--- src/rtl/pixel_write_arbiter_pkg.sv ---
`default_nettype none
// ============================================================================
// Package  : pixel_write_arbiter_pkg
// Desc     : Shared game constants: requester indices, pixel field widths,
//            arbiter state encoding.
// Revision : 1.0 - initial release
// ============================================================================
package pixel_write_arbiter_pkg;

    localparam int NUM_REQ  = 6;
    localparam int X_W      = 8;
    localparam int Y_W      = 7;
    localparam int COLOUR_W = 3;

    localparam int REQ_SCREEN = 0;
    localparam int REQ_PADDLE = 1;
    localparam int REQ_LEVEL  = 2;
    localparam int REQ_BALL   = 3;
    localparam int REQ_SCORE  = 4;
    localparam int REQ_LIFE   = 5;

    typedef enum logic [0:0] {
        IDLE = 1'b0,
        XFER = 1'b1
    } arbState_t;

    // A single requester still needs a 1-bit pointer to keep port widths legal.
    function automatic int ptrWidth(input int n);
        return (n > 1) ? $clog2(n) : 1;
    endfunction

endpackage
`default_nettype wire

--- src/rtl/pixel_write_arbiter_rr_pick.sv ---
`default_nettype none
// ============================================================================
// Module   : pixel_write_arbiter_rr_pick
// Desc     : Combinational rotate-priority selector; returns the first set
//            request at or after ptr (with wrap) as a one-hot vector.
// Revision : 1.0 - initial release
// ============================================================================
module pixel_write_arbiter_rr_pick #(
    parameter int N     = 6,
    parameter int PTR_W = 3
) (
    input  logic [N-1:0]     req,
    input  logic [PTR_W-1:0] ptr,
    output logic [N-1:0]     pick
);

    localparam logic [PTR_W:0] c_N = (PTR_W + 1)'(N);

    logic [PTR_W:0]   w_sum;
    logic [PTR_W-1:0] w_idx;
    logic             w_found;

    always_comb begin
        pick    = '0;
        w_found = 1'b0;
        w_sum   = '0;
        w_idx   = '0;
        for (int i = 0; i < N; i++) begin
            w_sum = {1'b0, ptr} + (PTR_W + 1)'(i);
            if (w_sum >= c_N) begin
                w_sum = w_sum - c_N;
            end
            w_idx = w_sum[PTR_W-1:0];
            if (!w_found && req[w_idx]) begin
                pick[w_idx] = 1'b1;
                w_found     = 1'b1;
            end
        end
    end

endmodule
`default_nettype wire

--- src/rtl/pixel_write_arbiter.sv ---
`default_nettype none
// ============================================================================
// Module   : pixel_write_arbiter
// Desc     : Round-robin, burst-granular arbiter sharing the framebuffer write
//            port among the draw engines; registered plot outputs.
// Revision : 1.0 - initial release
// ============================================================================
module pixel_write_arbiter #(
    parameter int NUM_REQ  = pixel_write_arbiter_pkg::NUM_REQ,
    parameter int X_W      = pixel_write_arbiter_pkg::X_W,
    parameter int Y_W      = pixel_write_arbiter_pkg::Y_W,
    parameter int COLOUR_W = pixel_write_arbiter_pkg::COLOUR_W
) (
    input  logic                         clk,
    input  logic                         reset,
    input  logic                         hold,
    input  logic [NUM_REQ-1:0]           req,
    input  logic [NUM_REQ-1:0]           req_last,
    input  logic [NUM_REQ*X_W-1:0]       req_x,
    input  logic [NUM_REQ*Y_W-1:0]       req_y,
    input  logic [NUM_REQ*COLOUR_W-1:0]  req_colour,
    output logic [NUM_REQ-1:0]           grant,
    output logic [NUM_REQ-1:0]           ack,
    output logic [NUM_REQ-1:0]           done,
    output logic [X_W-1:0]               vga_x,
    output logic [Y_W-1:0]               vga_y,
    output logic [COLOUR_W-1:0]          vga_colour,
    output logic                         vga_plot,
    output logic [15:0]                  pixel_count
);
    import pixel_write_arbiter_pkg::*;

    localparam int PTR_W = ptrWidth(NUM_REQ);

    arbState_t           r_state,  w_stateNext;
    logic [PTR_W-1:0]    r_ptr,    w_ptrNext;
    logic [NUM_REQ-1:0]  r_grant,  w_grantNext;
    logic [NUM_REQ-1:0]  r_done,   w_doneNext;
    logic [X_W-1:0]      r_x,      w_xNext;
    logic [Y_W-1:0]      r_y,      w_yNext;
    logic [COLOUR_W-1:0] r_colour, w_colourNext;
    logic                r_plot,   w_plotNext;
    logic [15:0]         r_count,  w_countNext;

    logic [NUM_REQ-1:0]  w_pick;
    logic [NUM_REQ-1:0]  w_ack;
    logic                w_accept;
    logic                w_acceptLast;
    logic [X_W-1:0]      w_selX;
    logic [Y_W-1:0]      w_selY;
    logic [COLOUR_W-1:0] w_selColour;
    logic [PTR_W-1:0]    w_gIdx;
    logic [PTR_W-1:0]    w_ptrWrap;

    pixel_write_arbiter_rr_pick #(
        .N     (NUM_REQ),
        .PTR_W (PTR_W)
    ) u_rrPick (
        .req  (req),
        .ptr  (r_ptr),
        .pick (w_pick)
    );

    // Grant is one-hot, so an OR-style mux over the granted slice suffices.
    always_comb begin
        w_selX      = '0;
        w_selY      = '0;
        w_selColour = '0;
        w_gIdx      = '0;
        for (int i = 0; i < NUM_REQ; i++) begin
            if (r_grant[i]) begin
                w_selX      = req_x[i*X_W +: X_W];
                w_selY      = req_y[i*Y_W +: Y_W];
                w_selColour = req_colour[i*COLOUR_W +: COLOUR_W];
                w_gIdx      = PTR_W'(i);
            end
        end
    end

    assign w_ack        = (r_state == XFER) ? (r_grant & req & {NUM_REQ{~hold}}) : '0;
    assign w_accept     = |w_ack;
    assign w_acceptLast = |(w_ack & req_last);
    assign w_ptrWrap    = (w_gIdx == PTR_W'(NUM_REQ - 1)) ? '0 : w_gIdx + PTR_W'(1);

    always_comb begin
        w_stateNext  = r_state;
        w_ptrNext    = r_ptr;
        w_grantNext  = r_grant;
        w_doneNext   = '0;
        w_xNext      = r_x;
        w_yNext      = r_y;
        w_colourNext = r_colour;
        w_plotNext   = 1'b0;
        w_countNext  = r_count;
        case (r_state)
            IDLE: begin
                if (|req) begin
                    w_grantNext = w_pick;
                    w_countNext = '0;
                    w_stateNext = XFER;
                end
            end
            XFER: begin
                if (w_accept) begin
                    w_plotNext   = 1'b1;
                    w_xNext      = w_selX;
                    w_yNext      = w_selY;
                    w_colourNext = w_selColour;
                    w_countNext  = (r_count == 16'hFFFF) ? r_count : r_count + 16'd1;
                    if (w_acceptLast) begin
                        w_doneNext  = r_grant;
                        w_grantNext = '0;
                        w_stateNext = IDLE;
                        w_ptrNext   = w_ptrWrap;
                    end
                end
            end
            default: w_stateNext = IDLE;
        endcase
    end

    always_ff @(posedge clk) begin
        if (reset) begin
            r_state  <= IDLE;
            r_ptr    <= '0;
            r_grant  <= '0;
            r_done   <= '0;
            r_x      <= '0;
            r_y      <= '0;
            r_colour <= '0;
            r_plot   <= 1'b0;
            r_count  <= '0;
        end else begin
            r_state  <= w_stateNext;
            r_ptr    <= w_ptrNext;
            r_grant  <= w_grantNext;
            r_done   <= w_doneNext;
            r_x      <= w_xNext;
            r_y      <= w_yNext;
            r_colour <= w_colourNext;
            r_plot   <= w_plotNext;
            r_count  <= w_countNext;
        end
    end

    assign grant       = r_grant;
    assign ack         = w_ack;
    assign done        = r_done;
    assign vga_x       = r_x;
    assign vga_y       = r_y;
    assign vga_colour  = r_colour;
    assign vga_plot    = r_plot;
    assign pixel_count = r_count;

endmodule
`default_nettype wire

--- config.mk ---
export PLATFORM = sky130hd
export DESIGN_NAME = pixel_write_arbiter
export DESIGN_NICKNAME = d
export VERILOG_FILES = /design/src/rtl/pixel_write_arbiter_pkg.sv /design/src/rtl/pixel_write_arbiter_rr_pick.sv /design/src/rtl/pixel_write_arbiter.sv
export SDC_FILE = /design/constraint.sdc
export NUM_CORES = 1
export LEC_CHECK = 0
export CORE_MARGIN = 2
export CORE_UTILIZATION = 44
export DETAILED_ROUTE_END_ITERATION = 12
export PLACE_DENSITY_LB_ADDON = 0.3
export SLEW_MARGIN = 15
export SYNTH_ARGS = -nofsm -noshare
export SYNTH_HDL_FRONTEND = slang
export SYNTH_HIERARCHICAL = 1
export SYNTH_SLANG_ARGS = --single-unit
--- constraint.sdc ---
create_clock -name clk -period 4.2 [get_ports clk]
set_input_delay 1.26 -clock clk [delete_from_list [all_inputs] [get_ports clk]]
set_output_delay 1.26 -clock clk [all_outputs]
set_load 0.005 [all_outputs]
==> reports/results.txt <==
WS Path Type: in -> out
ANT nets after route: 0
Hold path depth: 2
Worst Path Max Fanout: 8
Clock tree from TritonCTS: built
Hold Path Class: reg -> reg
Filler Cell Count: 780
Fin. Hold Viols: 0
GRT Residual Overflow: 0
Number of global-route vias before repair: 4747
Die span in x: 101 um
Min Tclk post-route: 3980 ps
Fmax: 251 MHz
DRT Wirelength: 14.5 mm
Final setup violation count: 0
Detailed-route vias per instance: 6.13
DRC errors left: 0
H-tree depth: 2
CP Launch Type: input port
Cell Area, Synth: 4130 um2
Reg area: 1020 um2
Fin Hold WS: 511 ps
GPL Wtd Cong: 0.952
MaxCap Viol Count: 0
Setup TNS: 0 ps
Worst-path clk slew: 90 ps
# clock sinks: 51
Gate Count Post-Synth: 536
PwrDens: 190 nW/um2
CP required: 2940 ps
Drt pass-1 iters: 5
Ys flop type: dfxtp_1
Worst EP arrival: 2720 ps
Share of cells above drive strength 1: 5.86%
CTS Hold Bufs: 0
CTS Buf Count: 5
Wirelength per Cell: 18.3 um
Mean Syn Cell Area: 7.70 um2
Status: completed
Total power: 1.14 mW
Multi-input gate area: 2730 um2
Die footprint: 10200 um2
Leakage: 2.22 nW
Ys Warns: 6
Met2 usage: 48.7%
Largest net degree at the start of global routing: 45
Slew headroom: 33.5%
Root Driver: clkbuf_8
Slew Limit Fails: 0
FFs w/ async S/R, synth: 0%
Most Crowded Layer GR: met2
DIE HEIGHT: 101 um
Seq/Total Area, Yosys: 24.7%
Clock Skew: 8.06 ps
Netlist cell types: 67
Overall Global Routing Usage: 28.4%
Net count of the mapped netlist: 666
Layout area overhead: 45.7%
Core box area: 9150 um2
DR iter-0 viols: 274
Met1 Track Usage GR: 34.9%
Resized cells post-CTS: 0
First-pass GRT wire length: 23.3 mm
Synthesis-stage register bit count: 51
Hpwl dp: 11.0 mm
Starting density of the core: 45.1%
Synth area leader: dfxtp_1
Post-CTS Setup Bufs: 0
Total number of vias: 4867
Initial antenna violation count: 0
Met3 Use GR: 5.83%
Final Cycle Share: 94.9%
RSZ-0062 raised after global routing: false
Row count: 35
Clk_lat worst skew: 300 ps
Peak VDD IR: 0.000107 V
EDFF count, synth: 0
Final nets: 813
Endpoint type of the worst setup path: output port
Top cell type's share of synthesized area: 24.7%
Worst R2R Path Depth: 9
Ranking of synthesized cells by area: dfxtp_1, a21oi_1, a221o_1
Ant diodes: 0
CTS Buffer Depth: 2
Port Buffer Count: 175
I/O pin total: 176
Worst Tran Pin Value: 988 ps
-- cells by family after synthesis --
family | after synthesis | synth area share, %
AO/OA/AOI/OAI | 211 | 35.5
XOR/XNOR | 8 | 1.70
adder cells (fa/ha/maj) | 7 | 2.12
buffers and inverters | 95 | 9.37
flip-flops | 51 | 24.7
multiplexers | 17 | 4.34
AND/OR/NAND/NOR | 147 | 22.2
-- per-stage QoR --
step,area (um2),utilization [%],setup slack (ps),cells
5_1_grt,6010,65.7,153,794
3_5_place_dp,5910,64.6,236,787
4_1_cts,6000,65.6,233,794
3_3_place_gp,5910,64.6,270,787
6_report,6010,65.7,216,794
2_1_floorplan,4130,-,1010,536
-- path summary, 6_finish.rpt --
path              slack [ps]                   startpoint                     endpoint
hold reg to reg          510  pixel_count[9]$_SDFFE_PP0P_  pixel_count[9]$_SDFFE_PP0P_
setup reg to reg        1140        r_ptr[0]$_SDFFE_PP0P_        grant[1]$_SDFFE_PP0P_
hold / removal           510  pixel_count[9]$_SDFFE_PP0P_  pixel_count[9]$_SDFFE_PP0P_
setup / recovery         220                         hold                       ack[5]
-- state kept, by name, summed over array words and instances, names as in the netlist --
name / count
pixel_count: 16
vga_x: 8
vga_y: 7
done: 6
grant: 6
r_ptr: 3
vga_colour: 3
r_state: 1
vga_plot: 1
-- critical path: stages --
cell	delay [ps]
clkdlybuf4s50_1	560
and4b_1	380
clkdlybuf4s50_1	520
-- cells in the mapped netlist, types with 3 or more instances --
cell / instances
mux2i_1: 10
a32o_1: 6
nand2b_1: 3
a31o_2: 3
nand2_1: 18
nand4_1: 7
and3b_1: 5
a22oi_1: 5
o21ai_0: 20
and4b_1: 6
nor4_1: 10
a221o_1: 36
nor3b_1: 3
a32oi_1: 8
and3_1: 3
or3_1: 7
nand3_1: 13
ha_1: 7
nor3_1: 11
a21oi_1: 87
mux2_2: 6
xor2_1: 3
nor2_1: 16
inv_1: 46
buf_2: 11
xnor2_1: 5
o31ai_1: 10
a31oi_1: 4
dfxtp_1: 51
o2111ai_1: 3
clkbuf_1: 34
nand3b_1: 20
or4_1: 10
nor2b_1: 3
a211oi_1: 5
-- final cells by class --
cell class / instances / share of cell area [%]
Clock buffer: 6 / 1.37
Clock inverter: 1 / 0.0833
Inverter: 46 / 2.87
Multi-Input combinational cell: 390 / 45.5
Sequential cell: 51 / 17.0
Tap cell: 111 / 2.31
Timing Repair Buffer: 189 / 30.9
-- metal layers --
metal / routed length (um) / vias to the layer above / part of all wire (%)
li1: - / 2357 / -
met1: 5750 / 2297 / 40
met2: 7330 / 182 / 50
met3: 1000 / 31 / 6.9
met4: 438 / 0 / 3.0
met5: 0 / - / 0
-- layout by cell type (no fill, tap or decap), types with 7 or more instances in the layout --
master and count:
nor3_1 11, a221o_1 36, a21oi_1 87, or4_1 10, clkdlybuf4s50_1 175, mux2i_1 10
nand4_1 7, nand3_1 13, buf_4 14, dfxtp_1 51, nand3b_1 20, a32oi_1 8
o21ai_0 20, o31ai_1 10, nor4_1 10, nand2_1 18, ha_1 7, inv_1 46
nor2_1 16, or3_1 7
-- report_power, final --
part | internal (mW) | switching (mW)
sequential | 0.495 | 0.00891
clock | 0.130 | 0.159
combinational | 0.203 | 0.145
Note: power is estimated with default switching activity, not from simulation.
